**src/rtl/tri_test_sequencer_if.sv**
```systemverilog
// Handshake and ROM bus between the triangle test sequencer,
// the geometry ROM and the result consumer.
interface tri_test_sequencer_if #(
  parameter int ADDR_W  = 5,
  parameter int COORD_W = 12
);
  logic                      start;
  logic                      busy;
  logic                      done;
  logic [ADDR_W-1:0]         tri_addr;
  logic [ADDR_W-1:0]         pt_addr;
  logic signed [COORD_W-1:0] p1x;
  logic signed [COORD_W-1:0] p1y;
  logic signed [COORD_W-1:0] p2x;
  logic signed [COORD_W-1:0] p2y;
  logic signed [COORD_W-1:0] p3x;
  logic signed [COORD_W-1:0] p3y;
  logic signed [COORD_W-1:0] ptx;
  logic signed [COORD_W-1:0] pty;
  logic                      res_valid;
  logic                      res_ready;
  logic                      res_inside;
  logic [ADDR_W-1:0]         res_tri;
  logic [ADDR_W-1:0]         res_pt;

  modport master (
    output start, p1x, p1y, p2x, p2y, p3x, p3y,
    output ptx, pty, res_ready,
    input  busy, done, tri_addr, pt_addr,
    input  res_valid, res_inside, res_tri, res_pt
  );

  modport slave (
    input  start, p1x, p1y, p2x, p2y, p3x, p3y,
    input  ptx, pty, res_ready,
    output busy, done, tri_addr, pt_addr,
    output res_valid, res_inside, res_tri, res_pt
  );
endinterface

```
**src/rtl/tri_test_sequencer.sv**
```systemverilog
// Point-in-triangle scan over a ROM of triangles x points,
// one shared edge-sign unit used for three edges in turn.
module tri_test_sequencer #(
  parameter int N_TRI   = 3,
  parameter int N_PT    = 6,
  parameter int COORD_W = 12,
  parameter int ADDR_W  = 5
) (
  input logic               clk,
  input logic               rst_n,
  tri_test_sequencer_if.slave bus
);
  localparam int PW = 2 * COORD_W;
  localparam logic [ADDR_W-1:0] LAST_PT  = ADDR_W'(N_PT - 1);
  localparam logic [ADDR_W-1:0] LAST_TRI = ADDR_W'(N_TRI - 1);

  typedef enum logic [3:0] {
    S_IDLE, S_FT, S_LT, S_FP, S_LP,
    S_E0, S_E1, S_E2, S_EM, S_DN
  } state_t;

  state_t r_state;

  logic signed [COORD_W-1:0] r_p1x, r_p1y;
  logic signed [COORD_W-1:0] r_p2x, r_p2y;
  logic signed [COORD_W-1:0] r_p3x, r_p3y;
  logic signed [COORD_W-1:0] r_ptx, r_pty;
  logic                      r_s0, r_s1;
  logic                      r_busy, r_done;
  logic                      r_valid, r_inside;
  logic [ADDR_W-1:0]         r_tri_addr, r_pt_addr;
  logic [ADDR_W-1:0]         r_res_tri, r_res_pt;

  logic signed [COORD_W-1:0] w_ax, w_ay, w_bx, w_by;
  logic signed [COORD_W-1:0] w_d1, w_d2, w_d3, w_d4;
  logic signed [PW-1:0]      w_m1, w_m2;
  logic                      w_s;

  // Edge operand select: (p1,p2) in E0, (p2,p3) in E1, (p3,p1) in E2
  always_comb begin
    w_ax = r_p1x;
    w_ay = r_p1y;
    w_bx = r_p2x;
    w_by = r_p2y;
    unique case (r_state)
      S_E1: begin
        w_ax = r_p2x;
        w_ay = r_p2y;
        w_bx = r_p3x;
        w_by = r_p3y;
      end
      S_E2: begin
        w_ax = r_p3x;
        w_ay = r_p3y;
        w_bx = r_p1x;
        w_by = r_p1y;
      end
      default: ;
    endcase
  end

  assign w_d1 = r_ptx - w_bx;
  assign w_d2 = w_ay - w_by;
  assign w_d3 = w_ax - w_bx;
  assign w_d4 = r_pty - w_by;
  assign w_m1 = PW'(w_d1) * PW'(w_d2);
  assign w_m2 = PW'(w_d3) * PW'(w_d4);
  assign w_s  = w_m1 < w_m2;

  always_ff @(posedge clk) begin
    if (!rst_n) begin
      r_state    <= S_IDLE;
      r_busy     <= 1'b0;
      r_done     <= 1'b0;
      r_valid    <= 1'b0;
      r_inside   <= 1'b0;
      r_tri_addr <= '0;
      r_pt_addr  <= '0;
      r_res_tri  <= '0;
      r_res_pt   <= '0;
      r_s0       <= 1'b0;
      r_s1       <= 1'b0;
      r_p1x      <= '0;
      r_p1y      <= '0;
      r_p2x      <= '0;
      r_p2y      <= '0;
      r_p3x      <= '0;
      r_p3y      <= '0;
      r_ptx      <= '0;
      r_pty      <= '0;
    end else begin
      unique case (r_state)
        S_IDLE: begin
          if (bus.start) begin
            r_state    <= S_FT;
            r_busy     <= 1'b1;
            r_tri_addr <= '0;
            r_pt_addr  <= '0;
          end
        end
        S_FT: r_state <= S_LT;
        S_LT: begin
          r_p1x   <= bus.p1x;
          r_p1y   <= bus.p1y;
          r_p2x   <= bus.p2x;
          r_p2y   <= bus.p2y;
          r_p3x   <= bus.p3x;
          r_p3y   <= bus.p3y;
          r_state <= S_FP;
        end
        S_FP: r_state <= S_LP;
        S_LP: begin
          r_ptx   <= bus.ptx;
          r_pty   <= bus.pty;
          r_state <= S_E0;
        end
        S_E0: begin
          r_s0    <= w_s;
          r_state <= S_E1;
        end
        S_E1: begin
          r_s1    <= w_s;
          r_state <= S_E2;
        end
        S_E2: begin
          r_valid   <= 1'b1;
          r_inside  <= (r_s0 == r_s1) && (r_s1 == w_s);
          r_res_tri <= r_tri_addr;
          r_res_pt  <= r_pt_addr;
          r_state   <= S_EM;
        end
        S_EM: begin
          if (bus.res_ready) begin
            r_valid <= 1'b0;
            if (r_pt_addr != LAST_PT) begin
              r_pt_addr <= r_pt_addr + 1'b1;
              r_state   <= S_FP;
            end else if (r_tri_addr != LAST_TRI) begin
              r_tri_addr <= r_tri_addr + 1'b1;
              r_pt_addr  <= '0;
              r_state    <= S_FT;
            end else begin
              r_done  <= 1'b1;
              r_state <= S_DN;
            end
          end
        end
        S_DN: begin
          r_done  <= 1'b0;
          r_busy  <= 1'b0;
          r_state <= S_IDLE;
        end
        default: r_state <= S_IDLE;
      endcase
    end
  end

  assign bus.busy       = r_busy;
  assign bus.done       = r_done;
  assign bus.tri_addr   = r_tri_addr;
  assign bus.pt_addr    = r_pt_addr;
  assign bus.res_valid  = r_valid;
  assign bus.res_inside = r_inside;
  assign bus.res_tri    = r_res_tri;
  assign bus.res_pt     = r_res_pt;
endmodule

```
**src/flat_wrapper.sv**
```systemverilog
// flat-port wrapper written by rule: the top's interface ports become plain ports
module tri_test_sequencer_flat 
#(
  parameter int N_TRI   = 3,
  parameter int N_PT    = 6,
  parameter int COORD_W = 12,
  parameter int ADDR_W  = 5
)
  (clk, rst_n, bus_start, bus_p1x, bus_p1y, bus_p2x, bus_p2y, bus_p3x, bus_p3y, bus_ptx, bus_pty, bus_res_ready, bus_busy, bus_done, bus_tri_addr, bus_pt_addr, bus_res_valid, bus_res_inside, bus_res_tri, bus_res_pt);
  tri_test_sequencer_if #(.ADDR_W(ADDR_W), .COORD_W(COORD_W)) bus_i ();
  input logic clk;
  input logic rst_n;
  input wire logic [$bits(bus_i.start)-1:0] bus_start;
  input wire logic [$bits(bus_i.p1x)-1:0] bus_p1x;
  input wire logic [$bits(bus_i.p1y)-1:0] bus_p1y;
  input wire logic [$bits(bus_i.p2x)-1:0] bus_p2x;
  input wire logic [$bits(bus_i.p2y)-1:0] bus_p2y;
  input wire logic [$bits(bus_i.p3x)-1:0] bus_p3x;
  input wire logic [$bits(bus_i.p3y)-1:0] bus_p3y;
  input wire logic [$bits(bus_i.ptx)-1:0] bus_ptx;
  input wire logic [$bits(bus_i.pty)-1:0] bus_pty;
  input wire logic [$bits(bus_i.res_ready)-1:0] bus_res_ready;
  output wire logic [$bits(bus_i.busy)-1:0] bus_busy;
  output wire logic [$bits(bus_i.done)-1:0] bus_done;
  output wire logic [$bits(bus_i.tri_addr)-1:0] bus_tri_addr;
  output wire logic [$bits(bus_i.pt_addr)-1:0] bus_pt_addr;
  output wire logic [$bits(bus_i.res_valid)-1:0] bus_res_valid;
  output wire logic [$bits(bus_i.res_inside)-1:0] bus_res_inside;
  output wire logic [$bits(bus_i.res_tri)-1:0] bus_res_tri;
  output wire logic [$bits(bus_i.res_pt)-1:0] bus_res_pt;
  assign bus_i.start = bus_start;
  assign bus_i.p1x = bus_p1x;
  assign bus_i.p1y = bus_p1y;
  assign bus_i.p2x = bus_p2x;
  assign bus_i.p2y = bus_p2y;
  assign bus_i.p3x = bus_p3x;
  assign bus_i.p3y = bus_p3y;
  assign bus_i.ptx = bus_ptx;
  assign bus_i.pty = bus_pty;
  assign bus_i.res_ready = bus_res_ready;
  assign bus_busy = bus_i.busy;
  assign bus_done = bus_i.done;
  assign bus_tri_addr = bus_i.tri_addr;
  assign bus_pt_addr = bus_i.pt_addr;
  assign bus_res_valid = bus_i.res_valid;
  assign bus_res_inside = bus_i.res_inside;
  assign bus_res_tri = bus_i.res_tri;
  assign bus_res_pt = bus_i.res_pt;
  tri_test_sequencer #(.N_TRI(N_TRI), .N_PT(N_PT), .COORD_W(COORD_W), .ADDR_W(ADDR_W)) u_core (.clk(clk), .rst_n(rst_n), .bus(bus_i));
endmodule
```
**config.mk**
```make
export PLATFORM = sky130hd
export DESIGN_NAME = tri_test_sequencer_flat
export DESIGN_NICKNAME = d
export VERILOG_FILES = /design/src/rtl/tri_test_sequencer_if.sv /design/src/rtl/tri_test_sequencer.sv /design/src/flat_wrapper.sv
export SDC_FILE = /design/constraint.sdc
export NUM_CORES = 1
export LEC_CHECK = 0
export CAP_MARGIN = 20
export CORE_ASPECT_RATIO = 1.1
export CORE_MARGIN = 1.5
export CORE_UTILIZATION = 60
export DETAILED_ROUTE_END_ITERATION = 10
export HOLD_SLACK_MARGIN = 0.06
export PLACE_DENSITY_LB_ADDON = 0.08
export SLEW_MARGIN = 10
export SYNTH_ARGS = -nofsm -noshare
export SYNTH_HDL_FRONTEND = slang
export SYNTH_SLANG_ARGS = --single-unit
```
**constraint.sdc**
```tcl
create_clock -name clk -period 11.5 [get_ports clk]
set_input_delay 2.3 -clock clk [delete_from_list [all_inputs] [get_ports clk]]
set_output_delay 2.3 -clock clk [all_outputs]
set_load 0.1 [all_outputs]
```
==> flow_summary_export.csv, run 1 <==
group,metric,value,unit
run_status,status,"finished clean",
sta,setup_viol,0,
sta,relSlewSlack,20.5,%
sta,fin_crit_sh,91.2,%
cells_and_area,nets,2934,
setup_path,crit_type,"reg -> reg",
detailed_routing,routed-via-count,15700,
clock_tree,cts_tree,"built",
placed_design,dpl_cell_area,0.0209,mm^2
die,core_area,0.0314,mm^2
setup_path,endpoint_kind,"flop",
global_route,grt_pass1_wl,80.3,mm
die,rows,68,
cells_and_area,nFillCells,2589,
placed_design,place_hpwl,39.9,mm
placed_design,dp_cells,2786,
cells_and_area,fin_area,0.0216,mm^2
cells_and_area,multiInputGateArea,0.0150,mm^2
die,die_x,173,um
synth,yosysMostFrequentCell,"nand2_1",
synth,synth.cell_area,0.0192,mm^2
detailed_routing,drtIter0Drc,897,
clock_tree,clock_sink_count,126,
clock_tree,ctsHoldBuffers,0,
setup_path,r2r_start,"u_core.r_state[1]$_SDFFE_PN0P_",
hold_path,min_path_type,"reg -> reg",
cells_and_area,drive_gt1_share,4.75,%
synth,ys_seq_elements,126,
detailed_routing,firstDrtPassIters,5,
clock_tree,postCtsSetupBuffers,0,
setup_path,slowest_delay,0.59,ns
synth,yosys_warnings,0,
sta,finalSetupTns,0,ns
sta,fmax,95.3,MHz
cells_and_area,instances_no_fill,2821,
sta,fin_ws,1.01,ns
die,start_util,61.1,%
clock_tree,postCtsResizedCells,0,
placed_design,gp_congestion,0.931,
synth,async_flop_share,0,%
die,die_h,191,um
synth,syn_nets,2847,
clock_tree,htree_levels,4,
synth,synth_area_leaders,"fa_1 29%, dfxtp_1 13%, ha_1 11%",
global_route,antenna_found_initial,0,
global_route,grt_use_total,30.8,%
cells_and_area,n_antenna_cell,0,
setup_path,critPathArrivalTime,10.82,ns
setup_path,crit_slowest_cell,"dfxtp_1",
sta,rsz0062_at_grt,"false",
detailed_routing,post_drt_wl_per_cell,17.4,um
cells_and_area,seq_area,0.00252,mm^2
sta,fin_crit,10.49,ns
setup_path,critPathMaxFanout,14,
setup_path,crit_path_start_kind,"flop",
global_route,grt_max_degree,73,
synth,ys.flop_type,"dfxtp_1",
hold_path,min_from,"u_core.bus.res_pt[1]$_SDFFE_PN0N_",
clock_tree,path_clk_slew,0.06,ns
setup_path,r2r_slack,1.01,ns
synth,avgSynthCellArea,8.34,um^2
hold_path,hold_depth,2,
detailed_routing,via_per_inst,5.58,
placed_design,place_ws,0.872,ns
clock_tree,insertion_delay,0.42,ns
sta,slew_viol_final,0,
cells_and_area,area_growth,12.5,%
die,dieArea,0.0331,mm^2
setup_path,worst_ep_required_time,11.82,ns
setup_path,crit_start,"u_core.r_state[1]$_SDFFE_PN0P_",
placed_design,port_buffers,123,
die,io_pins,124,
synth,synth-edff-count,0,
global_route,grt_pass1_vias,16200,
sta,hold_viol,0,
global_route,gr-total-overflow,0,
synth,synth_cell_type_count,71,
detailed_routing,routed_wl,49.2,mm
clock_tree,clock_tree.root_cell,"clkbuf_16",
synth,synth_area_leader_cell,"fa_1",
clock_tree,numCtsBuffers,17,
detailed_routing,drc,0,
synth,synth_common_cells,"405 x nand2_1, 335 x inv_1, 282 x fa_1",
sta,clock_skew,0.00954,ns
synth,synth_seq_area_share,13.2,%
synth,synth_top_area_share,29.4,%
setup_path,critical_path.most_common_cell,"fa_1",
clock_tree,cts_buffer_depth,2,
sta,tightest_slew,1.18,ns
detailed_routing,ant_nets,0,
synth,synthesis.instances,2301,
run,cap_violations,0,
setup_path,ff2ff_path_depth,35,
[per-stage QoR]
stage	util [%]	hold WS (ns)
after global routing	68.7	0.479
after global placement	66.5	0.444
after CTS	68.6	0.460
after floorplan	-	0.436
final	68.7	0.456
after detailed placement	66.5	0.449
[path summary, 6_finish.rpt]
path | endpoint
worst min register to register | u_core.bus.res_pt[1]$_SDFFE_PN0N_
worst min-delay path | u_core.bus.res_pt[1]$_SDFFE_PN0N_
worst max register to register | u_core.bus.res_inside$_SDFFE_PN0N_
worst max-delay path | u_core.bus.res_inside$_SDFFE_PN0N_
[sequential cells by signal, summed over array words and instances (netlist names)]
| signal | cells |
|---|---|
| u_core.bus.done | 1 |
| u_core.r_s1 | 1 |
| u_core.bus.pt_addr | 5 |
| u_core.r_s0 | 1 |
| u_core.r_p2x | 12 |
| u_core.bus.busy | 1 |
| u_core.r_p1x | 12 |
| u_core.r_state | 4 |
| u_core.r_ptx | 12 |
| u_core.bus.res_pt | 5 |
| u_core.r_p3y | 12 |
| u_core.bus.res_tri | 5 |
| u_core.bus.tri_addr | 5 |
| u_core.bus.res_inside | 1 |
| u_core.r_p3x | 12 |
| u_core.r_pty | 12 |
| u_core.r_p2y | 12 |
| u_core.r_p1y | 12 |
| u_core.bus.res_valid | 1 |
[cell usage in the layout, fill, tap and decap left out, types with 4 or more instances in the layout]
cell / netlist / routed
nand2_1: 405 / 405
inv_1: 335 / 335
fa_1: 282 / 282
ha_1: 164 / 164
nor2_1: 130 / 130
dfxtp_1: 126 / 125
clkdlybuf4s50_1: 0 / 122
a21oi_1: 104 / 104
a21boi_0: 67 / 67
xnor2_1: 65 / 65
o21ai_0: 58 / 58
nand2b_1: 54 / 54
mux2i_1: 48 / 48
nor2b_1: 46 / 46
buf_4: 0 / 42
xor2_1: 39 / 39
and2_1: 38 / 38
nor3_1: 31 / 30
nand3_1: 25 / 25
a21o_1: 18 / 18
clkbuf_16: 0 / 17
and3_1: 14 / 14
or2_2: 13 / 13
nand4_1: 12 / 12
o21a_1: 10 / 10
o21bai_1: 10 / 10
or3_1: 9 / 9
mux2_2: 9 / 9
a31oi_1: 6 / 6
a211oi_1: 6 / 6
bufinv_16: 0 / 6
o41ai_1: 5 / 5
nand3b_1: 3 / 4
a22o_1: 4 / 4
a211o_1: 4 / 4
a31o_2: 4 / 4
[per-layer routing]
| layer | GRT usage, % | part of all wire (%) |
|---|---|---|
| met4 | 12.2 | 3.6 |
| met5 | 0 | 0 |
| met3 | 3.73 | 5.2 |
| met2 | 56.2 | 51 |
| met1 | 36.9 | 41 |
[area by class of cell]
type,instances,area share (%)
tap,420,2.44
clock buffer,19,2.10
inverter,336,5.85
sequential,126,11.7
timing repair buffer,166,7.18
clock inverter,13,1.07
multi-input combinational,1741,69.7
[kinds of logic (layout without fill, tap and decap cells)]
family	after synthesis	after routing	synth area share, %
flops	126	126	13.2
xor+xnor	104	104	4.75
simple gates	795	796	18.8
mux	59	59	3.22
buf+inv	435	534	8.58
compound gates	334	334	11.3
fa+ha+maj	448	448	40.2
[critical path: cells and delay by family, from the launching register on]
| kind | cells | cell delay [ns] |
|---|---|---|
| fa+ha+maj | 9 | 3.69 |
| simple gates | 6 | 1.79 |
| xor+xnor | 2 | 0.53 |
| buf+inv | 5 | 0.27 |
| compound gates | 13 | 3.51 |
| flops | 1 | 0.59 |
Power of run 1 is not shown: default switching activity piles up to over one toggle a cycle in this logic, so the estimate is an artifact.
==> inputs of run 2 (changes only) <==
- PLACE_DENSITY: not set -> 0.8
- PLACE_DENSITY_LB_ADDON: 0.08 -> not set
==> run 2 against run 1 <==
  * Wire length grew 1.6%
  * Cell area down 0.21%
  * Register-to-register slack worse by 0.02 ns
  * Largest cell class unchanged
==> flow_summary_export.csv, run 2 (synthesis gave the netlist of run 1 again) <==
group,metric,value,unit
cells_and_area,drive_gt1_share,4.82,%
detailed_routing,post_drt_wl_per_cell,17.7,um
setup_path,worst_ep_required_time,11.83,ns
cells_and_area,seq_area,0.00252,mm^2
setup_path,critPathMaxFanout,17,
setup_path,crit_path_start_kind,"flop",
global_route,grt_pass1_vias,16900,
sta,fin_crit_sh,91.4,%
clock_tree,numCtsBuffers,17,
detailed_routing,ant_nets,0,
setup_path,crit_type,"reg -> reg",
cells_and_area,fin_area,0.0215,mm^2
global_route,antenna_found_initial,0,
detailed_routing,wl_met2,24.6,mm
die,die_h,191,um
setup_path,crit_slowest_cell,"nand3b_1",
cells_and_area,nets,2938,
die,rows,68,
detailed_routing,routed_wl,50.0,mm
global_route,grt_use_total,31.4,%
sta,fin_crit,10.51,ns
cells_and_area,nFillCells,2512,
detailed_routing,drtIter0Drc,928,
setup_path,critPathArrivalTime,10.84,ns
sta,fin_ws,0.988,ns
clock_tree,path_clk_slew,0.06,ns
clock_tree,postCtsSetupBuffers,0,
run,cap_violations,0,
detailed_routing,routed-via-count,16000,
placed_design,place_ws,1.09,ns
clock_tree,cts_tree,"built",
die,start_util,61.1,%
detailed_routing,m1WireLength,19.5,mm
placed_design,port_buffers,123,
detailed_routing,dr.max_layer_used,"met4",
sta,finalSetupTns,0,ns
clock_tree,clock_sink_count,126,
run_status,status,"finished clean",
sta,rsz0062_at_grt,"false",
die,io_pins,124,
cells_and_area,n_antenna_cell,0,
global_route,grt_pass1_wl,82.3,mm
placed_design,dp_cells,2792,
placed_design,gp_congestion,0.929,
sta,fmax,95.1,MHz
sta,hold_viol,0,
clock_tree,postCtsResizedCells,0,
sta,setup_viol,0,
cells_and_area,area_growth,12.2,%
detailed_routing,firstDrtPassIters,5,
placed_design,dpl_cell_area,0.0209,mm^2
cells_and_area,multiInputGateArea,0.0150,mm^2
sta,tightest_slew,1.11,ns
die,dieArea,0.0331,mm^2
detailed_routing,via_per_inst,5.67,
setup_path,slowest_delay,0.54,ns
clock_tree,cts_buffer_depth,2,
die,core_area,0.0314,mm^2
sta,relSlewSlack,25.8,%
clock_tree,insertion_delay,0.43,ns
detailed_routing,met3_length,3.06,mm
cells_and_area,most-common-layout-cells,"405 x nand2_1, 335 x inv_1, 282 x fa_1",
cells_and_area,layout_commonest_cell,"nand2_1",
global_route,grt_max_degree,73,
die,die_x,173,um
cells_and_area,instances_no_fill,2825,
global_route,gr-total-overflow,0,
clock_tree,htree_levels,4,
placed_design,place_hpwl,40.5,mm
clock_tree,clock_tree.root_cell,"clkbuf_16",
detailed_routing,drc,0,
sta,slew_viol_final,0,
hold_path,min_path_type,"reg -> reg",
clock_tree,ctsHoldBuffers,0,
sta,clock_skew,0.00861,ns
setup_path,endpoint_kind,"flop",
[run 2: changes by cell type in the layout (fill, tap and decap cells not counted)]
cell,delta
buf_4,+6
bufinv_16,-3
clkbuf_1,+3
clkbuf_4,-1
clkbuf_8,+1
clkinvlp_4,+1
inv_6,-2
nand3b_1,-1
[run 2: worst paths after layout]
kind / startpoint / end / slack [ns] / depth (start not counted)
setup / recovery: u_core.r_state[3]$_SDFFE_PN0P_ / u_core.bus.res_inside$_SDFFE_PN0N_ / 0.99 / 35
hold / removal: u_core.bus.res_tri[1]$_SDFFE_PN0N_ / u_core.bus.res_tri[1]$_SDFFE_PN0N_ / 0.46 / 2
setup reg to reg: u_core.r_state[3]$_SDFFE_PN0P_ / u_core.bus.res_inside$_SDFFE_PN0N_ / 0.99 / 35
hold reg to reg: u_core.bus.res_tri[1]$_SDFFE_PN0N_ / u_core.bus.res_tri[1]$_SDFFE_PN0N_ / 0.46 / 2
[run 2: critical path: cells and delay by family (launching register included)]
kind | cells | cell delay, ns
XOR/XNOR | 2 | 0.51
AND/OR/NAND/NOR | 6 | 1.73
flip-flops | 1 | 0.47
adder cells (fa/ha/maj) | 8 | 3.43
buffers and inverters | 5 | 0.37
AO/OA/AOI/OAI | 14 | 3.93
[run 2: layout make-up]
type | instances | share of cell area (%)
multi-input combinational | 1740 | 69.8
sequential | 126 | 11.7
timing repair buffer | 171 | 7.37
inverter | 336 | 5.86
tap | 420 | 2.44
clock buffer | 23 | 2.22
clock inverter | 9 | 0.610
[run 2: per-layer routing]
metal  up-vias  GRT usage [%]
met5         -              0
met1      7767           36.8
met3       160           4.33
met4         0           17.6
met2       605           55.5
li1       7483              -
[run 2: per-stage QoR]
| step | hold WS, ns | util [%] |
|---|---|---|
| final | 0.457 | 68.6 |
| after global routing | 0.474 | 68.6 |
| after CTS | 0.457 | 68.6 |
| after detailed placement | 0.450 | 66.6 |
| after global placement | 0.443 | 66.6 |
| after floorplan | 0.436 | - |
Power of run 2 is left out for the same reason.
